===== src/rtl/btb_predictor_if.sv =====
`default_nettype none
// ============================================================================
//  Module      : btb_predictor_if
//  Description : Fetch-lookup and EXE-resolution signal bundle for the BTB.
//  Revision    : 1.0  initial release
// ============================================================================
interface btb_predictor_if #(
    parameter int ADDR_W = 16
);
    logic [ADDR_W-1:0] cur_pc;
    logic              pred_taken;
    logic [ADDR_W-1:0] pred_pc;
    logic              upd_valid;
    logic [ADDR_W-1:0] upd_pc;
    logic              upd_taken;
    logic [ADDR_W-1:0] upd_target;
    logic              upd_pred_taken;
    logic [ADDR_W-1:0] upd_pred_pc;
    logic              mispredict;
    logic [ADDR_W-1:0] fix_pc;

    modport master (
        output cur_pc, upd_valid, upd_pc, upd_taken, upd_target,
               upd_pred_taken, upd_pred_pc,
        input  pred_taken, pred_pc, mispredict, fix_pc
    );

    modport slave (
        input  cur_pc, upd_valid, upd_pc, upd_taken, upd_target,
               upd_pred_taken, upd_pred_pc,
        output pred_taken, pred_pc, mispredict, fix_pc
    );
endinterface
`default_nettype wire


===== src/rtl/btb_predictor.sv =====
`default_nettype none
// ============================================================================
//  Module      : btb_predictor
//  Description : Direct-mapped BTB with tag check and 2-bit hysteresis
//                counters; combinational fetch lookup, EXE-side update and
//                mispredict report. Optional BTB_STATS_EN adds counters.
//  Revision    : 1.0  initial release
// ============================================================================
module btb_predictor #(
    parameter int         ADDR_W   = 16,
    parameter int         ENTRIES  = 8,
    parameter int         IDX_W    = $clog2(ENTRIES),
    parameter logic [1:0] CNT_INIT = 2'b10
) (
    input  wire logic         clk,
    input  wire logic         rst,
    btb_predictor_if.slave    bus
`ifdef BTB_STATS_EN
    ,
    output logic [15:0]       stat_lookups,
    output logic [15:0]       stat_branches,
    output logic [15:0]       stat_mispredicts
`endif
);

    localparam int         c_TAG_W   = ADDR_W - IDX_W;
    localparam logic [1:0] c_CNT_RST = 2'b01;
    localparam logic [1:0] c_CNT_MAX = 2'b11;
    localparam logic [1:0] c_CNT_MIN = 2'b00;

    logic                  r_valid  [ENTRIES];
    logic [c_TAG_W-1:0]    r_tag    [ENTRIES];
    logic [ADDR_W-1:0]     r_target [ENTRIES];
    logic [1:0]            r_cnt    [ENTRIES];

    // ------------------------------------------------------------------
    // Fetch-side lookup: reads pre-update contents, no write bypass
    // ------------------------------------------------------------------
    logic [IDX_W-1:0]      w_lk_idx;
    logic [c_TAG_W-1:0]    w_lk_tag;
    logic                  w_hit;
    logic                  w_pred_taken;

    assign w_lk_idx     = bus.cur_pc[IDX_W-1:0];
    assign w_lk_tag     = bus.cur_pc[ADDR_W-1:IDX_W];
    assign w_hit        = r_valid[w_lk_idx] && (r_tag[w_lk_idx] == w_lk_tag);
    assign w_pred_taken = w_hit && r_cnt[w_lk_idx][1];

    assign bus.pred_taken = w_pred_taken;
    assign bus.pred_pc    = w_pred_taken ? r_target[w_lk_idx]
                                         : bus.cur_pc + ADDR_W'(1);

    // ------------------------------------------------------------------
    // EXE-side resolution report
    // ------------------------------------------------------------------
    logic                  w_mispredict;

    assign w_mispredict = bus.upd_valid &&
                          ((bus.upd_pred_taken != bus.upd_taken) ||
                           (bus.upd_taken && (bus.upd_pred_pc != bus.upd_target)));

    assign bus.mispredict = w_mispredict;
    assign bus.fix_pc     = bus.upd_taken ? bus.upd_target
                                          : bus.upd_pc + ADDR_W'(1);

    // ------------------------------------------------------------------
    // Table update
    // ------------------------------------------------------------------
    logic [IDX_W-1:0]      w_upd_idx;
    logic [c_TAG_W-1:0]    w_upd_tag;
    logic                  w_upd_hit;

    assign w_upd_idx = bus.upd_pc[IDX_W-1:0];
    assign w_upd_tag = bus.upd_pc[ADDR_W-1:IDX_W];
    assign w_upd_hit = r_valid[w_upd_idx] && (r_tag[w_upd_idx] == w_upd_tag);

    always_ff @(posedge clk or negedge rst) begin
        if (!rst) begin
            for (int e = 0; e < ENTRIES; e++) begin
                r_valid[e]  <= 1'b0;
                r_tag[e]    <= '0;
                r_target[e] <= '0;
                r_cnt[e]    <= c_CNT_RST;
            end
        end else if (bus.upd_valid) begin
            if (w_upd_hit) begin
                if (bus.upd_taken) begin
                    r_target[w_upd_idx] <= bus.upd_target;
                    if (r_cnt[w_upd_idx] != c_CNT_MAX) begin
                        r_cnt[w_upd_idx] <= r_cnt[w_upd_idx] + 2'b01;
                    end
                end else if (r_cnt[w_upd_idx] != c_CNT_MIN) begin
                    r_cnt[w_upd_idx] <= r_cnt[w_upd_idx] - 2'b01;
                end
            end else if (bus.upd_taken) begin
                // Miss on a taken branch evicts whatever aliased into this slot
                r_valid[w_upd_idx]  <= 1'b1;
                r_tag[w_upd_idx]    <= w_upd_tag;
                r_target[w_upd_idx] <= bus.upd_target;
                r_cnt[w_upd_idx]    <= CNT_INIT;
            end
        end
    end

`ifdef BTB_STATS_EN
    // ------------------------------------------------------------------
    // Saturating debug counters
    // ------------------------------------------------------------------
    localparam logic [15:0] c_STAT_MAX = 16'hFFFF;

    logic [15:0] r_stat_lookups;
    logic [15:0] r_stat_branches;
    logic [15:0] r_stat_mispredicts;

    always_ff @(posedge clk or negedge rst) begin
        if (!rst) begin
            r_stat_lookups     <= '0;
            r_stat_branches    <= '0;
            r_stat_mispredicts <= '0;
        end else begin
            if (w_hit && (r_stat_lookups != c_STAT_MAX)) begin
                r_stat_lookups <= r_stat_lookups + 16'd1;
            end
            if (bus.upd_valid && (r_stat_branches != c_STAT_MAX)) begin
                r_stat_branches <= r_stat_branches + 16'd1;
            end
            if (w_mispredict && (r_stat_mispredicts != c_STAT_MAX)) begin
                r_stat_mispredicts <= r_stat_mispredicts + 16'd1;
            end
        end
    end

    assign stat_lookups     = r_stat_lookups;
    assign stat_branches    = r_stat_branches;
    assign stat_mispredicts = r_stat_mispredicts;
`endif

endmodule
`default_nettype wire


===== src/flat_wrapper.sv =====
// flat-port wrapper written by rule: the top's interface ports become plain ports
module btb_predictor_flat 
#(
    parameter int         ADDR_W   = 16,
    parameter int         ENTRIES  = 8,
    parameter int         IDX_W    = $clog2(ENTRIES),
    parameter logic [1:0] CNT_INIT = 2'b10
)
  (clk, rst, bus_cur_pc, bus_upd_valid, bus_upd_pc, bus_upd_taken, bus_upd_target, bus_upd_pred_taken, bus_upd_pred_pc, bus_pred_taken, bus_pred_pc, bus_mispredict, bus_fix_pc);
  btb_predictor_if #(.ADDR_W(ADDR_W)) bus_i ();
  input  wire logic clk;
  input  wire logic rst;
  input wire logic [$bits(bus_i.cur_pc)-1:0] bus_cur_pc;
  input wire logic [$bits(bus_i.upd_valid)-1:0] bus_upd_valid;
  input wire logic [$bits(bus_i.upd_pc)-1:0] bus_upd_pc;
  input wire logic [$bits(bus_i.upd_taken)-1:0] bus_upd_taken;
  input wire logic [$bits(bus_i.upd_target)-1:0] bus_upd_target;
  input wire logic [$bits(bus_i.upd_pred_taken)-1:0] bus_upd_pred_taken;
  input wire logic [$bits(bus_i.upd_pred_pc)-1:0] bus_upd_pred_pc;
  output wire logic [$bits(bus_i.pred_taken)-1:0] bus_pred_taken;
  output wire logic [$bits(bus_i.pred_pc)-1:0] bus_pred_pc;
  output wire logic [$bits(bus_i.mispredict)-1:0] bus_mispredict;
  output wire logic [$bits(bus_i.fix_pc)-1:0] bus_fix_pc;
  assign bus_i.cur_pc = bus_cur_pc;
  assign bus_i.upd_valid = bus_upd_valid;
  assign bus_i.upd_pc = bus_upd_pc;
  assign bus_i.upd_taken = bus_upd_taken;
  assign bus_i.upd_target = bus_upd_target;
  assign bus_i.upd_pred_taken = bus_upd_pred_taken;
  assign bus_i.upd_pred_pc = bus_upd_pred_pc;
  assign bus_pred_taken = bus_i.pred_taken;
  assign bus_pred_pc = bus_i.pred_pc;
  assign bus_mispredict = bus_i.mispredict;
  assign bus_fix_pc = bus_i.fix_pc;
  btb_predictor #(.ADDR_W(ADDR_W), .ENTRIES(ENTRIES), .IDX_W(IDX_W), .CNT_INIT(CNT_INIT)) u_core (.clk(clk), .rst(rst), .bus(bus_i));
endmodule

===== config.mk =====
export PLATFORM = sky130hd
export DESIGN_NAME = btb_predictor_flat
export DESIGN_NICKNAME = d
export VERILOG_FILES = /design/src/rtl/btb_predictor_if.sv /design/src/rtl/btb_predictor.sv /design/src/flat_wrapper.sv
export SDC_FILE = /design/constraint.sdc
export NUM_CORES = 1
export LEC_CHECK = 0
export CORE_ASPECT_RATIO = 0.7
export CORE_MARGIN = 4
export CORE_UTILIZATION = 55
export DETAILED_ROUTE_END_ITERATION = 12
export DONT_BUFFER_PORTS = 1
export PLACE_DENSITY = 0.76
export SYNTH_ARGS = -nofsm -noshare
export SYNTH_HDL_FRONTEND = slang
export SYNTH_SLANG_ARGS = --single-unit

===== constraint.sdc =====
create_clock -name clk -period 5.5 [get_ports clk]
set_input_delay 1.1 -clock clk [delete_from_list [all_inputs] [get_ports clk]]
set_output_delay 1.1 -clock clk [all_outputs]
set_load 0.05 [all_outputs]

==> key figures, run 1 <==
Status
  • Outcome: finished clean

Global route
  • GRT Residual Overflow: 0
  • Overall track demand over capacity in global routing: 0.260
  • Largest net degree at the start of global routing: 257
  • Antenna violations before repair: 1
  • Number of global-route vias before repair: 9085
  • Wire length of the first global-routing pass: 57300 um

Flow run
  • Max Cap Viol: 0

Clock network
  • Root Buffer: clkbuf_16
  • Clock buffer count from CTS: 25
  • CTS HTree Levels: 1
  • Setup Buffers After CTS: 0
  • CTS tree: built
  • Clk Latency, worst-skew pair: 540 ps
  • Buffer levels on the longest clock path: 3
  • Clock edge transition at the registers on the reported setup and hold paths: 60 ps
  • Quantity of hold-fixing buffers added after cts: 0
  • Number of cells upsized or downsized after cts: 0
  • Sink count of the clock tree: 256

Detailed routing
  • Routed wl met2: 16500 um
  • DR vias/cell: 6.53
  • Length of routed met3 wiring: 3090 um
  • Antenna Violating Nets Remaining: 0
  • First drt pass iteration count: 5
  • Final routed wirelength across all metal layers: 37400 um
  • Uppermost layer routed: met5
  • Met1 layer wirelength in the final routing: 16700 um
  • Post-detailed-route DRC marker count: 0
  • Via count: 9035
  • Number of violations reported at the end of detailed-routing iteration 0: 821
  • Routed length per placed instance: 27.0 um

Cells and area
  • Most frequent standard cell in the layout excluding fill and tap cells: dfrtp_1
  • Share of the core filled with cells: 0.598
  • Net count of the finished layout: 1108
  • N_diodes: 0
  • Layout cell share with drive strength beyond 1: 0.343
  • Commonest cells after routing, fill and taps aside: 248 x dfrtp_1, 181 x mux2_2, 82 x mux2_1
  • Synthesis-to-layout area growth: 7.27%
  • # fillers: 1993

Logic synthesis
  • Register bit count reported by yosys: 256
  • Synth Area in Compound Gates: 0.0397
  • Ranking of synthesized cells by area: dfrtp_1 43%, mux2_2 14%, mux4_2 9.6%
  • Top cell type's share of synthesized area: 0.434
  • Post-synthesis adder-cell area fraction: 0.00350
  • Post-synthesis cell type count: 59
  • Dominant combinational cell family by area after synthesis: multiplexers
  • Number of enable flip-flop cells after synthesis: 0
  • Main flop type after synthesis: dfrtp_1
  • Largest area contributor in the netlist: dfrtp_1
  • Xor-xnor portion of the synthesized cell area: 0.0423
  • Share of flip-flops with an asynchronous set or reset after synthesis: 1.00
  • Post-synth net total: 1143
  • Cell Area, Synth: 0.0143 mm2
  • Simple-gate share of the synthesized area: 0.0711
  • Mapped Cells: 1070
  • Count of warnings emitted by yosys: 0
  • Post-synthesis mux area share: 0.356
  • Mean area per synthesized cell: 13.4 um2
  • Sequential area share after synthesis: 0.449

Setup path
  • CP endpoint: bus_pred_pc[2]
  • Arrival @ worst endpoint: 3860 ps
  • Cells along the critical path: mux4_2 -> mux2i_1 -> xor2_1 -> or4b_1 -> nor4b_4 -> mux2i_1 -> mux2i_2 -> buf_12
  • Master of the slowest instance on the critical path: nor4b_4
  • Worst path max stage delay: 600 ps
  • Endpoint of the worst register-to-register path: u_core.r_tag[67]
  • Start-to-end type of the worst setup path: input pin to output pin
  • Critical path origin: bus_cur_pc[0]
  • Crit end category: output pin
  • Required time at the endpoint of the critical path: 4400 ps
  • Highest net fanout along the worst path: 69
  • Startpoint of the lowest-slack register-to-register path: u_core.r_tag[72]
  • Most common cell on crit path: mux2i_1
  • Register-to-Register Path Depth: 8
  • Startpoint class of the critical path: input pin
  • Register-to-register path setup slack: 2170 ps

Timing
  • Setup total negative slack: 0 ps
  • Final hold slack: 277 ps
  • Max Clk Rate: 202 MHz
  • Setup repair after global routing missed its margin: no
  • Count of final max-slew check failures: 0
  • Period utilisation layout: 0.902
  • Worst relative slew slack: 0.225
  • Setup-failing EPs final: 0
  • Worst slew pin tran: 1150 ps
  • Worst clock skew on the final layout: 12.0 ps
  • Final period demand of the worst path: 4960 ps
  • Hold Vio Cnt, Final: 0

Floorplanning
  • Io pins: 103
  • Initial cell density of the core: 0.558
  • Vertical extent of the die: 143 um
  • Cell Rows: 49
  • Area of the die: 0.0287 mm2
  • Floorplan core area: 0.0256 mm2
  • Horizontal die dimension: 201 um

Pwr
  • Max IR drop VDD: 0.235 mV
  • Total Power Consumption: 5.54 mW
  • Ratio of total power to cell area: 361 mW/mm2
  • Lkg Pwr: 6.39 nW

Place
  • Final HPWL from detailed placement: 24700 um
  • Final weighted congestion in routability-driven placement: 0.863
  • PortBufs: 0

Worst hold path
  • Hold Crit Class: input pin to async pin
final cells by class:
class | count | area (um2) | area share
repair buffers | 32 | 265 | 0.0173
clock inverters | 13 | 175 | 0.0114
inverters | 4 | 15.0 | 0.000979
flip-flops and latches | 256 | 6420 | 0.419
multi-input cells | 716 | 7340 | 0.479
clock buffers | 32 | 702 | 0.0458
well taps | 331 | 414 | 0.0270
worst min path at each step:
stage	start	to	slack, ps	cells after the start
2_1_floorplan	u_core.r_valid[4]	u_core.r_valid[4]	450	1
3_3_place_gp	u_core.r_valid[2]	u_core.r_valid[2]	480	1
3_5_place_dp	u_core.r_valid[0]	u_core.r_valid[0]	480	1
4_1_cts	rst	u_core.r_tag[79]	250	0
5_1_grt	rst	u_core.r_tag[54]	250	0
6_report	rst	u_core.r_tag[53]	280	0
per-layer routing:
layer  up-vias  GRT usage
met3        64     0.0667
met2       373      0.398
met5         -          0
li1       3870          -
met4         2     0.0673
met1      4726      0.378
sequential cells by signal (all words and copies together) (netlist names):
name             flops
u_core.r_tag       104
u_core.r_cnt        16
u_core.r_target    128
u_core.r_valid       8
worst max-delay path, delay by kind of cell:
| family | cells | cell delay, ps |
|---|---|---|
| muxes | 4 | 1110 |
| and+or+nand+nor | 2 | 1130 |
| xor gates and xnor gates | 1 | 310 |
| buffers and inverters | 1 | 170 |
Yosys cell counts (10+ instances only):
cell type	instances
mux2_1	82
nor2_1	36
dfrtp_1	248
o22ai_1	16
nand2b_1	10
clkbuf_1	55
nand2_1	35
xnor2_1	45
a21oi_1	18
xor2_1	24
mux2i_1	73
mux4_2	61
nand3_1	19
buf_2	11
mux2_2	181
o21ai_0	19
report_power, final:
| group | switching [mW] | internal (mW) | total (mW) |
|---|---|---|---|
| Combinational | 0.447 | 0.661 | 1.11 |
| Clock | 0.767 | 1.09 | 1.86 |
| Sequential | 0.267 | 2.30 | 2.57 |
| Total | 1.48 | 4.05 | 5.54 |
logic make-up after synthesis:
group / count (synthesis)
and+or+nand+nor: 164
xor gates and xnor gates: 69
AOI/OAI and AO/OA: 81
muxes: 398
adders and majority gates: 4
DFF: 256
buffers and inverters: 98
stage by stage:
stage / worst slack [ps] / area, um2 / instances
finish: 539 / 15300 / 1384
global route: 430 / 15300 / 1384
CTS: 505 / 15300 / 1384
detailed placement: 515 / 14500 / 1339
global placement: 614 / 14500 / 1339
floorplan: -161 / 14300 / 1070
No activity file was read; power rests on OpenSTA's default activity.
==> inputs of run 2 (changes only) <==
clock period = 4.7 ns   (was 5.5 ns; I/O delays follow)
==> key figures, run 2 (synthesis results as in run 1) <==
Cells and area
  • Number of flip-flops in the largest register: 128 (unchanged)
  • Sequential cell area in the final layout: 0.00642 mm2 (unchanged)
  • Commonest cells after routing, fill and taps aside: 248 x dfrtp_1, 181 x mux2_2, 82 x mux2_1
  • Share of the core filled with cells: 0.609 (+0.0103)
  • Register with the most flip-flops: u_core.r_target
  • Most frequent standard cell in the layout excluding fill and tap cells: dfrtp_1
  • Largest registers in the final layout: u_core.r_target (128), u_core.r_tag (104), u_core.r_cnt (16)
  • # fillers: 1940 (-2.7%)
  • N_diodes: 0 (unchanged)
  • Layout cell share with drive strength beyond 1: 0.360 (+0.0175)
  • Synthesis-to-layout area growth: 9.12%
  • Total area of multi-input combinational cells: 0.00738 mm2 (+0.53%)
  • Net count of the finished layout: 1128 (+1.8%)

Clock network
  • Clock buffer count from CTS: 26 (+4.0%)
  • Quantity of hold-fixing buffers added after cts: 0 (unchanged)
  • Clk Latency, worst-skew pair: 560 ps (+20 ps)
  • Root Buffer: clkbuf_16
  • Clock edge transition at the registers on the reported setup and hold paths: 60 ps (about the same)
  • Number of cells upsized or downsized after cts: 0 (unchanged)
  • Buffer levels on the longest clock path: 3 (unchanged)
  • Setup Buffers After CTS: 0 (unchanged)
  • CTS HTree Levels: 1 (unchanged)
  • Sink count of the clock tree: 256 (unchanged)
  • CTS tree: built

Pwr
  • Max IR drop VDD: 0.371 mV (+58%)
  • Total Power Consumption: 6.45 mW (+16%)
  • Lkg Pwr: 6.51 nW (+1.9%)
  • Ratio of total power to cell area: 413 mW/mm2 (+14%)

Floorplanning
  • Initial cell density of the core: 0.558 (unchanged)
  • Area of the die: 0.0287 mm2 (unchanged)
  • Io pins: 103 (unchanged)
  • Horizontal die dimension: 201 um (unchanged)
  • Cell Rows: 49 (unchanged)
  • Vertical extent of the die: 143 um (unchanged)
  • Floorplan core area: 0.0256 mm2 (unchanged)

Timing
  • Final period demand of the worst path: 4520 ps
  • Worst slew pin tran: 1060 ps (-95.4 ps)
  • Hold Vio Cnt, Final: 0 (unchanged)
  • Setup-failing EPs final: 0 (unchanged)
  • Worst relative slew slack: 0.289 (+0.0641)
  • Max Clk Rate: 221 MHz
  • Period utilisation layout: 0.961
  • Setup repair after global routing missed its margin: no
  • Count of final max-slew check failures: 0 (unchanged)
  • Worst clock skew on the final layout: 16.4 ps (+4.35 ps)

Setup path
  • Register-to-Register Path Depth: 8 (unchanged)
  • Start-to-end type of the worst setup path: input pin to output pin
  • Startpoint of the lowest-slack register-to-register path: u_core.r_tag[60]
  • Highest net fanout along the worst path: 69 (unchanged)
  • Register-to-register path setup slack: 1390 ps (-780 ps)
  • Arrival @ worst endpoint: 3580 ps (-280 ps)
  • Required time at the endpoint of the critical path: 3760 ps (-640 ps)
  • Crit end category: output pin
  • Endpoint of the worst register-to-register path: u_core.r_tag[12]
  • Startpoint class of the critical path: input pin

Detailed routing
  • Post-detailed-route DRC marker count: 0 (unchanged)
  • DR vias/cell: 6.52 (-0.15%)
  • Routed length per placed instance: 26.8 um (-0.93%)
  • Number of violations reported at the end of detailed-routing iteration 0: 871 (+6.1%)
  • Via count: 9158 (+1.4%)
  • First drt pass iteration count: 5 (unchanged)
  • Antenna Violating Nets Remaining: 0 (unchanged)
  • Final routed wirelength across all metal layers: 37600 um (+0.57%)

Place
  • Final weighted congestion in routability-driven placement: 0.878 (+1.7%)
  • PortBufs: 0 (unchanged)
  • Final HPWL from detailed placement: 24500 um (-0.96%)

Global route
  • Number of global-route vias before repair: 9401 (+3.5%)
  • Overall track demand over capacity in global routing: 0.263 (+0.00259)
  • GRT Residual Overflow: 0 (unchanged)
  • Wire length of the first global-routing pass: 58200 um (+1.5%)
  • Largest net degree at the start of global routing: 257 (unchanged)
  • Antenna violations before repair: 0 (-1)

Worst hold path
  • Hold Crit Class: input pin to async pin

Status
  • Outcome: finished clean

Flow run
  • Max Cap Viol: 0 (unchanged)
==> run 2: cell types whose count changed in the layout (fill, tap and decap cells not counted), sizes merged <==
cell    before  now
buf         32   51
bufinv       4    2
clkbuf      32   36
clkinv       8    7
inv          4    5
==> run 2: worst max path at each step <==
stage	from	to	slack (ps)	cells past startpoint
6_report	bus_cur_pc[0]	bus_pred_pc[1]	180	9
5_1_grt	bus_cur_pc[0]	bus_pred_pc[1]	50	10
4_1_cts	u_core.r_tag[15]	bus_pred_pc[1]	210	9
3_5_place_dp	bus_cur_pc[0]	bus_pred_pc[1]	230	9
3_3_place_gp	bus_cur_pc[0]	bus_pred_pc[1]	210	9
2_1_floorplan	bus_cur_pc[0]	bus_pred_pc[2]	-170	9
==> run 2: through the flow <==
stage | hold slack [ps] | setup slack (ps) | TNS [ps] | area, um2 | std cells
2_1_floorplan | 451 | -170 | -285 | 14400 | 1070
3_3_place_gp | 475 | 212 | 0 | 14700 | 1358
3_5_place_dp | 478 | 228 | 0 | 14700 | 1358
4_1_cts | 67.1 | 206 | 0 | 15600 | 1405
5_1_grt | 72.0 | 49.1 | 0 | 15600 | 1405
6_report | 90.2 | 181 | 0 | 15600 | 1405
==> run 2: cell type report <==
class	count	area share
Clock buffer	36	0.0473
Clock inverter	11	0.00786
Inverter	4	0.000963
Multi-Input combinational cell	716	0.473
Sequential cell	256	0.411
Tap cell	331	0.0266
Timing Repair Buffer	51	0.0326
==> run 2: per-layer routing <==
metal / vias up / GRT usage / part of all wire
li1: 3924 / - / -
met1: 4786 / 0.375 / 0.44
met2: 367 / 0.400 / 0.45
met3: 81 / 0.0736 / 0.085
met4: 0 / 0.0782 / 0.030
met5: - / 0 / 0
==> run 2: critical path, cell delays in order <==
cell and delay [ps]:
mux4_2 500, mux2i_1 190, xnor2_1 170, or4b_4 590
nor4b_4 440, buf_4 300, nor2_1 70, a21oi_2 150
buf_12 150
==> run 2: where the power goes <==
part | total, mW | internal (mW) | switching, mW
Clock | 2.12 | 1.21 | 0.905
Combinational | 1.33 | 0.797 | 0.532
Sequential | 3.00 | 2.70 | 0.305
